$ cat src/rtl/tx_pkg.sv
// tx_pkg: shared definitions for the serial transmitter.
//   tx_mode_e          line mode selected on the `mode` input
//   K28_5_RDN          default idle/comma symbol (K28.5, running disparity -)
//   PRBS_TAPS_DEFAULT  default LFSR feedback mask (x^16+x^14+x^13+x^11)
//   PRBS_SEED_DEFAULT  default LFSR reset value
package tx_pkg;

  typedef enum logic [1:0] {
    MODE_DATA   = 2'd0,
    MODE_PRBS   = 2'd1,
    MODE_IDLE   = 2'd2,
    MODE_CLKPAT = 2'd3
  } tx_mode_e;

  localparam logic [9:0]  K28_5_RDN         = 10'b0011111010;
  localparam logic [15:0] PRBS_TAPS_DEFAULT = 16'hB400;
  localparam logic [15:0] PRBS_SEED_DEFAULT = 16'h5678;

endpackage

$ cat src/rtl/tx_sym_fifo.sv
// tx_sym_fifo: synchronous FIFO holding symbols waiting to be serialised.
// Ports:
//   clk, rst        clock, asynchronous active-high reset (empties the FIFO)
//   wr_en, wr_data  push; ignored while full
//   rd_en           pop of the head; ignored while empty
//   rd_data         current head (valid while !empty)
//   full, empty     occupancy flags derived from count
//   count           number of stored entries, 0..DEPTH
// DEPTH must be a power of two so the pointers wrap naturally.
module tx_sym_fifo #(
  parameter int WIDTH = 10,
  parameter int DEPTH = 4
) (
  input  logic                     clk,
  input  logic                     rst,
  input  logic                     wr_en,
  input  logic [WIDTH-1:0]         wr_data,
  input  logic                     rd_en,
  output logic [WIDTH-1:0]         rd_data,
  output logic                     full,
  output logic                     empty,
  output logic [$clog2(DEPTH):0]   count
);

  localparam int AW = $clog2(DEPTH);

  logic [WIDTH-1:0] mem [DEPTH];
  logic [AW-1:0]    wr_ptr;
  logic [AW-1:0]    rd_ptr;
  logic             do_wr;
  logic             do_rd;

  assign do_wr   = wr_en && !full;
  assign do_rd   = rd_en && !empty;
  assign full    = (count == (AW + 1)'(DEPTH));
  assign empty   = (count == '0);
  assign rd_data = mem[rd_ptr];

  // Storage has no reset; only pointers and count define validity.
  always_ff @(posedge clk) begin
    if (do_wr) begin
      mem[wr_ptr] <= wr_data;
    end
  end

  always_ff @(posedge clk or posedge rst) begin
    if (rst) begin
      wr_ptr <= '0;
      rd_ptr <= '0;
      count  <= '0;
    end else begin
      if (do_wr) begin
        wr_ptr <= wr_ptr + AW'(1);
      end
      if (do_rd) begin
        rd_ptr <= rd_ptr + AW'(1);
      end
      // Simultaneous push and pop leaves the occupancy unchanged.
      case ({do_wr, do_rd})
        2'b10:   count <= count + (AW + 1)'(1);
        2'b01:   count <= count - (AW + 1)'(1);
        default: count <= count;
      endcase
    end
  end

endmodule

$ cat src/rtl/tx_serializer.sv
// tx_serializer: serial line transmitter for pre-encoded symbols.
// Symbols arrive over a valid/ready stream into tx_sym_fifo and are shifted
// out one bit per clk_bit cycle. Empty FIFO slots are filled with IDLE_SYM.
// PRBS, forced idle and 1010 clock pattern modes support link bring-up.
// Ports:
//   clk_bit    bit clock, one line bit per cycle
//   rst        asynchronous active-high reset
//   s_data     symbol to transmit
//   s_valid    s_data valid
//   s_ready    FIFO can accept a symbol
//   mode       0 DATA, 1 PRBS, 2 IDLE, 3 CLKPAT (takes effect at symbol boundary)
//   out        registered serial line bit
//   sym_start  high while `out` carries the first bit of a symbol
//   underflow  one-cycle pulse when a DATA slot was filled with IDLE_SYM
//   dbg_mode   mode currently on the line (state register)
//   dbg_count  FIFO occupancy
//
// Handshake: a symbol is transferred on every rising clk_bit edge where
// s_valid && s_ready. s_ready depends only on the registered FIFO count
// (and rst), never on s_valid; once s_valid is raised the source holds
// s_data stable until the transfer edge.
module tx_serializer
  import tx_pkg::*;
#(
  parameter int                SYM_W     = 10,
  parameter int                DEPTH     = 4,
  parameter logic [SYM_W-1:0]  IDLE_SYM  = K28_5_RDN,
  parameter bit                MSB_FIRST = 1'b0,
  parameter int                LFSR_W    = 16,
  parameter logic [LFSR_W-1:0] PRBS_TAPS = PRBS_TAPS_DEFAULT,
  parameter logic [LFSR_W-1:0] PRBS_SEED = PRBS_SEED_DEFAULT
) (
  input  logic                   clk_bit,
  input  logic                   rst,
  input  logic [SYM_W-1:0]       s_data,
  input  logic                   s_valid,
  output logic                   s_ready,
  input  logic [1:0]             mode,
  output logic                   out,
  output logic                   sym_start,
  output logic                   underflow,
  output logic [1:0]             dbg_mode,
  output logic [$clog2(DEPTH):0] dbg_count
);

  localparam int              IDX_W    = $clog2(SYM_W);
  localparam logic [IDX_W-1:0] LAST_IDX = IDX_W'(SYM_W - 1);

  // Alternating pattern with bit i = 1 for even i (1010... on the line).
  function automatic logic [SYM_W-1:0] clk_pattern();
    logic [SYM_W-1:0] p;
    p = '0;
    for (int i = 0; i < SYM_W; i++) begin
      p[i] = ((i % 2) == 0);
    end
    return p;
  endfunction

  localparam logic [SYM_W-1:0] CLK_PAT = clk_pattern();

  logic [IDX_W-1:0]  bit_idx;
  logic [SYM_W-1:0]  cur_sym;
  tx_mode_e          mode_q;
  tx_mode_e          mode_in;
  logic [LFSR_W-1:0] lfsr;
  logic              load_edge;
  logic [IDX_W-1:0]  tx_idx;
  logic              sym_bit;
  logic              lfsr_fb;

  logic [SYM_W-1:0]  fifo_head;
  logic              fifo_full;
  logic              fifo_empty;
  logic              fifo_rd;

  assign mode_in   = tx_mode_e'(mode);
  assign load_edge = (bit_idx == LAST_IDX);
  assign tx_idx    = MSB_FIRST ? (LAST_IDX - bit_idx) : bit_idx;
  assign sym_bit   = cur_sym[tx_idx];
  assign lfsr_fb   = ^(lfsr & PRBS_TAPS);
  assign s_ready   = !rst && !fifo_full;
  // Pop only on a DATA load edge; the FIFO itself ignores pops while empty,
  // so a symbol written on that same edge waits for the next boundary.
  assign fifo_rd   = load_edge && (mode_in == MODE_DATA);
  assign dbg_mode  = mode_q;

  tx_sym_fifo #(
    .WIDTH (SYM_W),
    .DEPTH (DEPTH)
  ) u_fifo (
    .clk     (clk_bit),
    .rst     (rst),
    .wr_en   (s_valid && s_ready),
    .wr_data (s_data),
    .rd_en   (fifo_rd),
    .rd_data (fifo_head),
    .full    (fifo_full),
    .empty   (fifo_empty),
    .count   (dbg_count)
  );

  always_ff @(posedge clk_bit or posedge rst) begin
    if (rst) begin
      bit_idx   <= '0;
      cur_sym   <= IDLE_SYM;
      mode_q    <= MODE_DATA;
      lfsr      <= PRBS_SEED;
      out       <= 1'b0;
      sym_start <= 1'b0;
      underflow <= 1'b0;
    end else begin
      bit_idx   <= load_edge ? '0 : bit_idx + IDX_W'(1);
      sym_start <= (bit_idx == '0);
      underflow <= 1'b0;

      // The line bit follows the mode of the symbol in flight (mode_q), so a
      // mode change on `mode` never truncates the current symbol.
      if (mode_q == MODE_PRBS) begin
        out  <= lfsr[LFSR_W-1];
        lfsr <= {lfsr[LFSR_W-2:0], lfsr_fb};
      end else begin
        out  <= sym_bit;
      end

      if (load_edge) begin
        mode_q <= mode_in;
        case (mode_in)
          MODE_DATA: begin
            if (!fifo_empty) begin
              cur_sym <= fifo_head;
            end else begin
              cur_sym   <= IDLE_SYM;
              underflow <= 1'b1;
            end
          end
          MODE_IDLE:   cur_sym <= IDLE_SYM;
          MODE_CLKPAT: cur_sym <= CLK_PAT;
          MODE_PRBS:   cur_sym <= cur_sym;
        endcase
      end
    end
  end

endmodule

$ cat config.mk
export PLATFORM = sky130hd
export DESIGN_NAME = tx_serializer
export DESIGN_NICKNAME = d
export VERILOG_FILES = /design/src/rtl/tx_pkg.sv /design/src/rtl/tx_sym_fifo.sv /design/src/rtl/tx_serializer.sv
export SDC_FILE = /design/constraint.sdc
export NUM_CORES = 1
export LEC_CHECK = 0
export CAP_MARGIN = 20
export CORE_ASPECT_RATIO = 0.75
export CORE_MARGIN = 4
export CORE_UTILIZATION = 50
export DETAILED_ROUTE_END_ITERATION = 6
export GPL_TIMING_DRIVEN = 0
export PLACE_DENSITY = 0.7
export SYNTH_ARGS = -nofsm -noshare
export SYNTH_HDL_FRONTEND = slang
export SYNTH_SLANG_ARGS = --single-unit
$ cat constraint.sdc
create_clock -name clk_bit -period 1.95 [get_ports clk_bit]
set_input_delay 0.2925 -clock clk_bit [delete_from_list [all_inputs] [get_ports clk_bit]]
set_output_delay 0.2925 -clock clk_bit [all_outputs]
set_load 0.005 [all_outputs]
==> results_tabular.tex <==
\begin{tabular}{lr}
\hline
Metric & Value \\
\hline
\multicolumn{2}{l}{\textbf{Run status}} \\
Run status & finished, violations left \\
Failing checks & negative setup slack \\
\multicolumn{2}{l}{\textbf{Drt}} \\
Total number of vias & 1848 \\
Pre-antenna DRT Iters & 4 \\
Remaining design rule violation count & 0 \\
Via-to-Cell Ratio & 5.36 \\
Average wire per standard cell & 16.6 microns \\
Sum of routed wire length over all layers & 5730 microns \\
Detailed Route Iter0 Violations & 58 \\
Post-route antenna net violation count & 0 \\
\multicolumn{2}{l}{\textbf{Clocking}} \\
Clock tree from TritonCTS & done \\
Clock insertion delay at the later pin of the skew report & 340 ps \\
Cts-stage hold buffer count & 0 \\
Root buffer cell & clkbuf\_8 \\
Maximum level of the CTS H-tree & 3 \\
Total clock buffers created by CTS & 9 \\
Number of clock sinks & 82 \\
Clock buffer depth & 2 \\
Reg clk slew, reported paths & 80 ps \\
\multicolumn{2}{l}{\textbf{Synth}} \\
Post-synth ARST share & 0.512 \\
Count of synthesis-stage warnings from yosys & 0 \\
Library cell occupying the most area in the post-synthesis netlist & edfxtp\_1 \\
Netlist cell types & 36 \\
Primary flip-flop cell chosen by synthesis mapping & edfxtp\_1 \\
Most numerous cell types in the synthesized netlist & edfxtp\_1 (40), dfrtp\_1 (28), mux2\_2 (17) \\
Yosys top cell area share & 0.352 \\
Netlist Area Pre-Place & 3410 sq um \\
FF+latch count, synth & 82 \\
Leading cell type by number of instances after synthesis & edfxtp\_1 \\
EDFF count, synth & 40 \\
Syn\_nets & 239 \\
Fraction of the yosys area taken by sequential cells & 0.666 \\
Avg Synthesized Cell Area & 15.6 sq um \\
Top area cells in the synthesized netlist & edfxtp\_1 (35\%), dfrtp\_1 (21\%), dfstp\_2 (11\%) \\
Gate Count Post-Synth & 218 \\
\multicolumn{2}{l}{\textbf{STA}} \\
Slew headroom & 0.432 \\
Worst-Margin Slew & 851 ps \\
Setup repair after global routing missed its margin & true \\
Final period util & 1.01 \\
Total count of hold-check failures in the final report & 0 \\
Final setup fails & 1 \\
Worst Hold Slack & 343 ps \\
Time the final worst path needs with I/O delays and setup & 1960 ps \\
Final Worst Setup Slack & -13.7 ps \\
Maximum operating frequency & 509 MHz \\
Final Max Slew Viols & 0 \\
Largest clock skew in the final design & 11.3 ps \\
\multicolumn{2}{l}{\textbf{Global route}} \\
GRT Residual Overflow & 0 \\
Vias in the first global route & 1954 \\
Global-route wire length before repair & 9710 microns \\
Overall routing resource usage & 0.161 \\
Antenna violations before repair & 0 \\
Largest net degree at the start of global routing & 43 \\
\multicolumn{2}{l}{\textbf{Pwr}} \\
Largest vdd supply drop & 0.725 mV \\
Pwr dens & 1110 nW/um\^{}2 \\
Leak Pwr & 1.61 nW \\
\multicolumn{2}{l}{\textbf{Floorplan}} \\
Area of the die & 8220 sq um \\
Vertical die dimension & 79.5 microns \\
Width of the chip & 103 microns \\
IO Pins & 24 \\
Number of rows created at floorplan & 25 \\
Total core area & 6440 sq um \\
Initial core utilization & 0.529 \\
\multicolumn{2}{l}{\textbf{Worst setup path}} \\
Crit path cell chain & nand4bb\_4 > nor4\_4 > ha\_2 > inv\_2 > fa\_2 > xor2\_1 > nor2\_1 > xor2\_1 \\
Arrival time of the worst setup path & 2230 ps \\
Critical Path Fanout Max & 2 \\
CP Data Required Time & 2210 ps \\
Cell with the most instances on the worst path & xor2\_1 \\
R2R Setup Slk & -10 ps \\
Critical path type & register to register \\
Kind of end point of the critical path & register \\
Slowest cell on the critical path & dfrtp\_1 \\
Maximum cell stage delay along the critical path & 380 ps \\
Worst Setup Start Kind & register \\
\multicolumn{2}{l}{\textbf{Flow run}} \\
Number of max-cap violations & 0 \\
\multicolumn{2}{l}{\textbf{Finish}} \\
Layout net count & 280 \\
Area growth, synth to finish & 18.4\% \\
Final antenna diode count & 0 \\
Non-filler cells in the finished layout & 345 \\
Share of layout cells above drive strength 1 & 0.330 \\
Total area of multi-input combinational cells & 1060 sq um \\
Number of filler cells placed in the layout & 478 \\
Storage cell area & 2270 sq um \\
\multicolumn{2}{l}{\textbf{Placement}} \\
Total of buffers placed on input and output ports & 23 \\
GP Congestion & 0.747 \\
Dpl cells & 322 \\
Total half-perimeter wirelength after legalization and detailed placement & 3790 microns \\
\multicolumn{2}{l}{\textbf{Min path}} \\
Classification of the worst-slack hold path & primary input to register \\
\hline
\end{tabular}
-- per-stage QoR --
| stage | cell area [sq um] | TNS, ps | util | setup WS, ps | total power [mW] |
|---|---|---|---|---|---|
| after floorplan | 3410 | -41.6 | - | -41.6 | 2.89 |
| after global placement | 3740 | -7320 | 0.581 | -555 | 3.20 |
| after detailed placement | 3740 | -1270 | 0.581 | -547 | 3.22 |
| after CTS | 3990 | -311 | 0.619 | -185 | 4.51 |
| after global routing | 4040 | -155 | 0.627 | -155 | 4.74 |
| final | 4040 | -13.7 | 0.627 | -13.7 | 4.48 |
-- flip-flops by register name (all words and copies together) (netlist names) --
signal	cells
out	1
u_fifo.rd_ptr	2
u_fifo.wr_ptr	2
u_fifo.mem	40
cur_sym	10
sym_start	1
u_fifo.count	3
dbg_mode	2
lfsr	16
underflow	1
bit_idx	4
-- placed cells by master (no fill, tap or decap), types with 4 or more instances in the layout --
cell type / n
buf_2: 7
inv_1: 9
inv_2: 4
a21oi_1: 7
dfstp_2: 14
edfxtp_1: 40
o21ai_0: 9
clkbuf_1: 4
mux4_2: 11
buf_4: 7
mux2_2: 17
xnor2_1: 7
nand2_1: 15
nor2_1: 10
dfrtp_1: 26
clkbuf_8: 9
ha_1: 4
and3_1: 4
clkdlybuf4s50_1: 21
-- final timing paths --
check	startpoint	cells past startpoint	endpoint
worst max-delay path	bit_idx[2]	8	u_fifo.count[2]
worst min-delay path	mode[1]	3	dbg_mode[1]
worst max register to register	bit_idx[2]	8	u_fifo.count[2]
worst min register to register	cur_sym[4]	2	cur_sym[4]
max in group asynchronous	rst	2	u_fifo.count[2]
min in group asynchronous	rst	2	u_fifo.wr_ptr[1]
-- where the power goes --
group          switching (mW)  internal (mW)
registers               0.145           2.07
logic                   0.476          0.520
clock network           0.546          0.720
-- worst max-delay path: cells and delay by family, from the launching register on --
kind	cells	cell delay, ps
DFF	1	380
adders and majority gates	2	560
buffers and inverters	1	40
and+or+nand+nor	3	600
xor gates and xnor gates	2	280
-- logic make-up after synthesis --
kind of cell,Yosys count,share of synthesized area
compound gates,24,0.0426
xor+xnor,10,0.0257
fa+ha+maj,6,0.0242
simple gates,41,0.0672
mux,32,0.142
flops,82,0.666
buf+inv,23,0.0327
-- final cells by class --
cell class / count / share of cell area
Clock buffer: 13 / 0.0344
Inverter: 13 / 0.0121
Clock inverter: 3 / 0.0158
Multi-Input combinational cell: 113 / 0.262
Timing Repair Buffer: 30 / 0.0713
Tap cell: 81 / 0.0251
Sequential cell: 82 / 0.563
Buffer: 10 / 0.0170
-- metal layers --
layer | wire length, microns | part of all wire | GRT usage | up-vias
met5 | 0 | 0 | 0 | -
met4 | 85 | 0.015 | 0.0582 | 0
met3 | 289 | 0.050 | 0.0568 | 7
met2 | 2640 | 0.46 | 0.233 | 46
met1 | 2720 | 0.47 | 0.226 | 925
li1 | - | - | - | 870
-- repair_timing --
item                                    in CTS  in global routing
setup buffers                                3                  4
resized for setup                            6                  8
endpoints found under the setup margin       3                  3
pin swaps                                    4                  5
No activity file was read; power rests on OpenSTA's default activity.
==> variant, RTL diff (same flow settings) <==
`MSB_FIRST`: 1'b0 -> 1'b1.
--- a/src/rtl/tx_serializer.sv
+++ b/src/rtl/tx_serializer.sv
@@ -25,7 +25,7 @@
   parameter int                SYM_W     = 10,
   parameter int                DEPTH     = 4,
   parameter logic [SYM_W-1:0]  IDLE_SYM  = K28_5_RDN,
-  parameter bit                MSB_FIRST = 1'b0,
+  parameter bit                MSB_FIRST = 1'b1,
   parameter int                LFSR_W    = 16,
   parameter logic [LFSR_W-1:0] PRBS_TAPS = PRBS_TAPS_DEFAULT,
   parameter logic [LFSR_W-1:0] PRBS_SEED = PRBS_SEED_DEFAULT
Behaviour: not the same (Yosys sat finds a counterexample within 4 cycles, from zero or initial values and one cycle with rst high).
==> variant against the original RTL <==
The flow still finishes with violations (negative setup slack); routed wire length rose by 2.3%; synthesized area rose by 1.5%; combinational power fell by 0.5%; design area rose by 3.0%; sequential cell count did not move; critical path type unchanged; global-route usage fell by 0.12 points; total power rose by 3.6%; setup slack got worse by 150 ps.
==> variant: results (changes against the original RTL) <==
===============================================================================================
Static leakage                                                                          1.63 nW   +1.2%
Pin count of the biggest net entering global routing                                         43   unchanged
Arrival time of data at the critical path endpoint                                      2380 ps   +150 ps
Run status                                                                         finished with violations
Start point of the worst min-delay path                                              cur_sym[6]
Wire length of the first global-routing pass                                            10.1 mm   +4.5%
Reg2Reg Capture Point                                                              u_fifo.count[2]
Registers with the most flip-flops                                                 u_fifo.mem: 40 flops, lfsr: 16 flops, cur_sym: 10 flops
Depth of the worst hold-timing path                                                           2   -1
Worst-case clock buffer depth                                                                 2   unchanged
Sequential element share of the synthesized area                                          65.6%   -0.96 points
Instance area at placement                                                             3830 µm²   +2.5%
Class of the tightest hold or removal check                                             reg2reg
Number of nets in the layout                                                                285   +1.8%
Slew at the pin with the worst max-slew slack                                            884 ps   +33.5 ps
Syn nets                                                                                    241   +0.84%
Buffer type at the clock tree root                                                     clkbuf_8
Post-route minimum period                                                               2110 ps   +146 ps
Hold Crit Endpoint                                                                   cur_sym[6]
Worst setup slack after placement                                                       -435 ps   +111 ps
Total length of routed wires                                                            5.86 mm   +2.3%
Synth area leaders                                                                 edfxtp_1, dfrtp_1, dfstp_2, mux4_2, mux2_2
Count of warnings emitted by yosys                                                            0   unchanged
EDFF count, synth                                                                            40   unchanged
RePlAce Congestion                                                                        0.729   -2.4%
Post-route clock skew                                                                   7.17 ps   -4.14 ps
Maximum ir drop on the vdd rail                                                        0.923 mV   +27%
Number of search-and-repair iterations in the first detailed-routing pass                     4   unchanged
Number of violations reported at the end of detailed-routing iteration 0                     84   +45%
Port Buffers                                                                                 23   unchanged
Setup slack after layout                                                                -160 ps   -146 ps
Crit path max fanout                                                                          4   +2
Worst slack on hold paths                                                                468 ps   +125 ps
Failing checks                                                                     negative setup slack
Fraction of registers with async set or reset after synthesis                             51.2%   unchanged
Worst Reg2Reg Path Length in Cells                                                           10   +2
Clock input transition at the sequential cells of the worst setup and hold paths          80 ps   about the same
Timing startpoint of the critical path                                               bit_idx[2]
Number of fill cells                                                                        498   +4.2%
Vias in the first global route                                                             2039   +4.4%
ANT cells                                                                                     0   unchanged
DP Wirelength                                                                           3.87 mm   +2.1%
Maximum level of the CTS H-tree                                                               3   unchanged
Initial antenna violation count                                                               0   unchanged
Final setup fails                                                                             1   unchanged
DR vias/cell                                                                               5.46   +1.9%
List of most frequent post-synthesis cells                                         edfxtp_1, dfrtp_1, mux2_2
Number of distinct standard cells referenced by the synthesized netlist                      43   +19%
GRT Overall Usage                                                                         16.0%   -0.12 points
Fraction of layout instances using a drive strength above 1                               33.2%   +0.25 points
TritonCTS Buffers                                                                             9   unchanged
Latest clock arrival within the worst-skew pair                                          350 ps
===============================================================================================
-- variant: changes by cell type after synthesis, moves of 4 or more --
cell and change:
nor3_1 +5, nor2_1 -5, nand2_1 -9, buf_2 -4, o2bb2ai_1 +4, ha_1 +4
nor3b_1 +4, a21oi_1 -4, o21ai_0 -4
-- variant: area by class of cell --
type | instances | area share, %
sequential | 82 | 54.6
multi-input combinational | 109 | 26.9
timing repair buffer | 34 | 7.52
clock buffer | 9 | 2.98
clock inverter | 7 | 2.80
tap | 81 | 2.44
inverter | 15 | 1.41
buffer | 9 | 1.29
-- variant: per-layer routing --
layer	part of all wire [%]	GRT usage (%)
met5	0	0
met4	0.90	5.58
met2	46	24.6
met3	3.2	4.69
met1	50	21.9
-- variant: report_power, final --
group | switching [mW] | internal [mW]
Clock | 0.605 | 0.850
Combinational | 0.464 | 0.526
Sequential | 0.140 | 2.06
-- variant: timing repair --
item | 4_1_cts | 5_1_grt
endpoints found under the setup margin | 22 | 22
pin swaps | 4 | 3
hold buffers | 0 | 0
resized for setup | 3 | 4
buffers inserted | 7 | 4
-- variant: worst max-delay path by stage --
stage	slack, ps	cells after the start	to
finish	-160	10	u_fifo.count[2]
global route	-310	10	u_fifo.count[2]
CTS	-190	11	u_fifo.count[2]
detailed placement	-440	11	u_fifo.count[2]
global placement	-420	11	u_fifo.count[2]
floorplan	-230	11	u_fifo.count[2]
-- variant: worst max-delay path, cell delays in order, from the launching register on --
cell	delay (ps)
dfrtp_1	430
inv_2	80
ha_4	150
nand4b_4	140
nor3_4	210
ha_2	220
inv_2	40
fa_2	320
xor2_1	150
nor2_1	130
xor2_1	160
-- variant: kinds of logic after synthesis --
logic type	synth area share [%]
simple gates	6.40
xor+xnor	2.78
buf+inv	3.33
fa+ha+maj	3.83
mux	13.2
flops	65.6
compound gates	4.85
-- variant: stage by stage --
| step | TNS, ps | cells | util (%) | power, mW |
|---|---|---|---|---|
| floorplan | -351 | 216 | - | 2.88 |
| finish | -160 | 346 | 63.9 | 4.64 |
| global placement | -15960 | 320 | 58.9 | 3.17 |
| CTS | -221 | 343 | 63.5 | 4.66 |
| detailed placement | -8980 | 320 | 58.9 | 3.19 |
| global route | -470 | 346 | 63.9 | 4.89 |
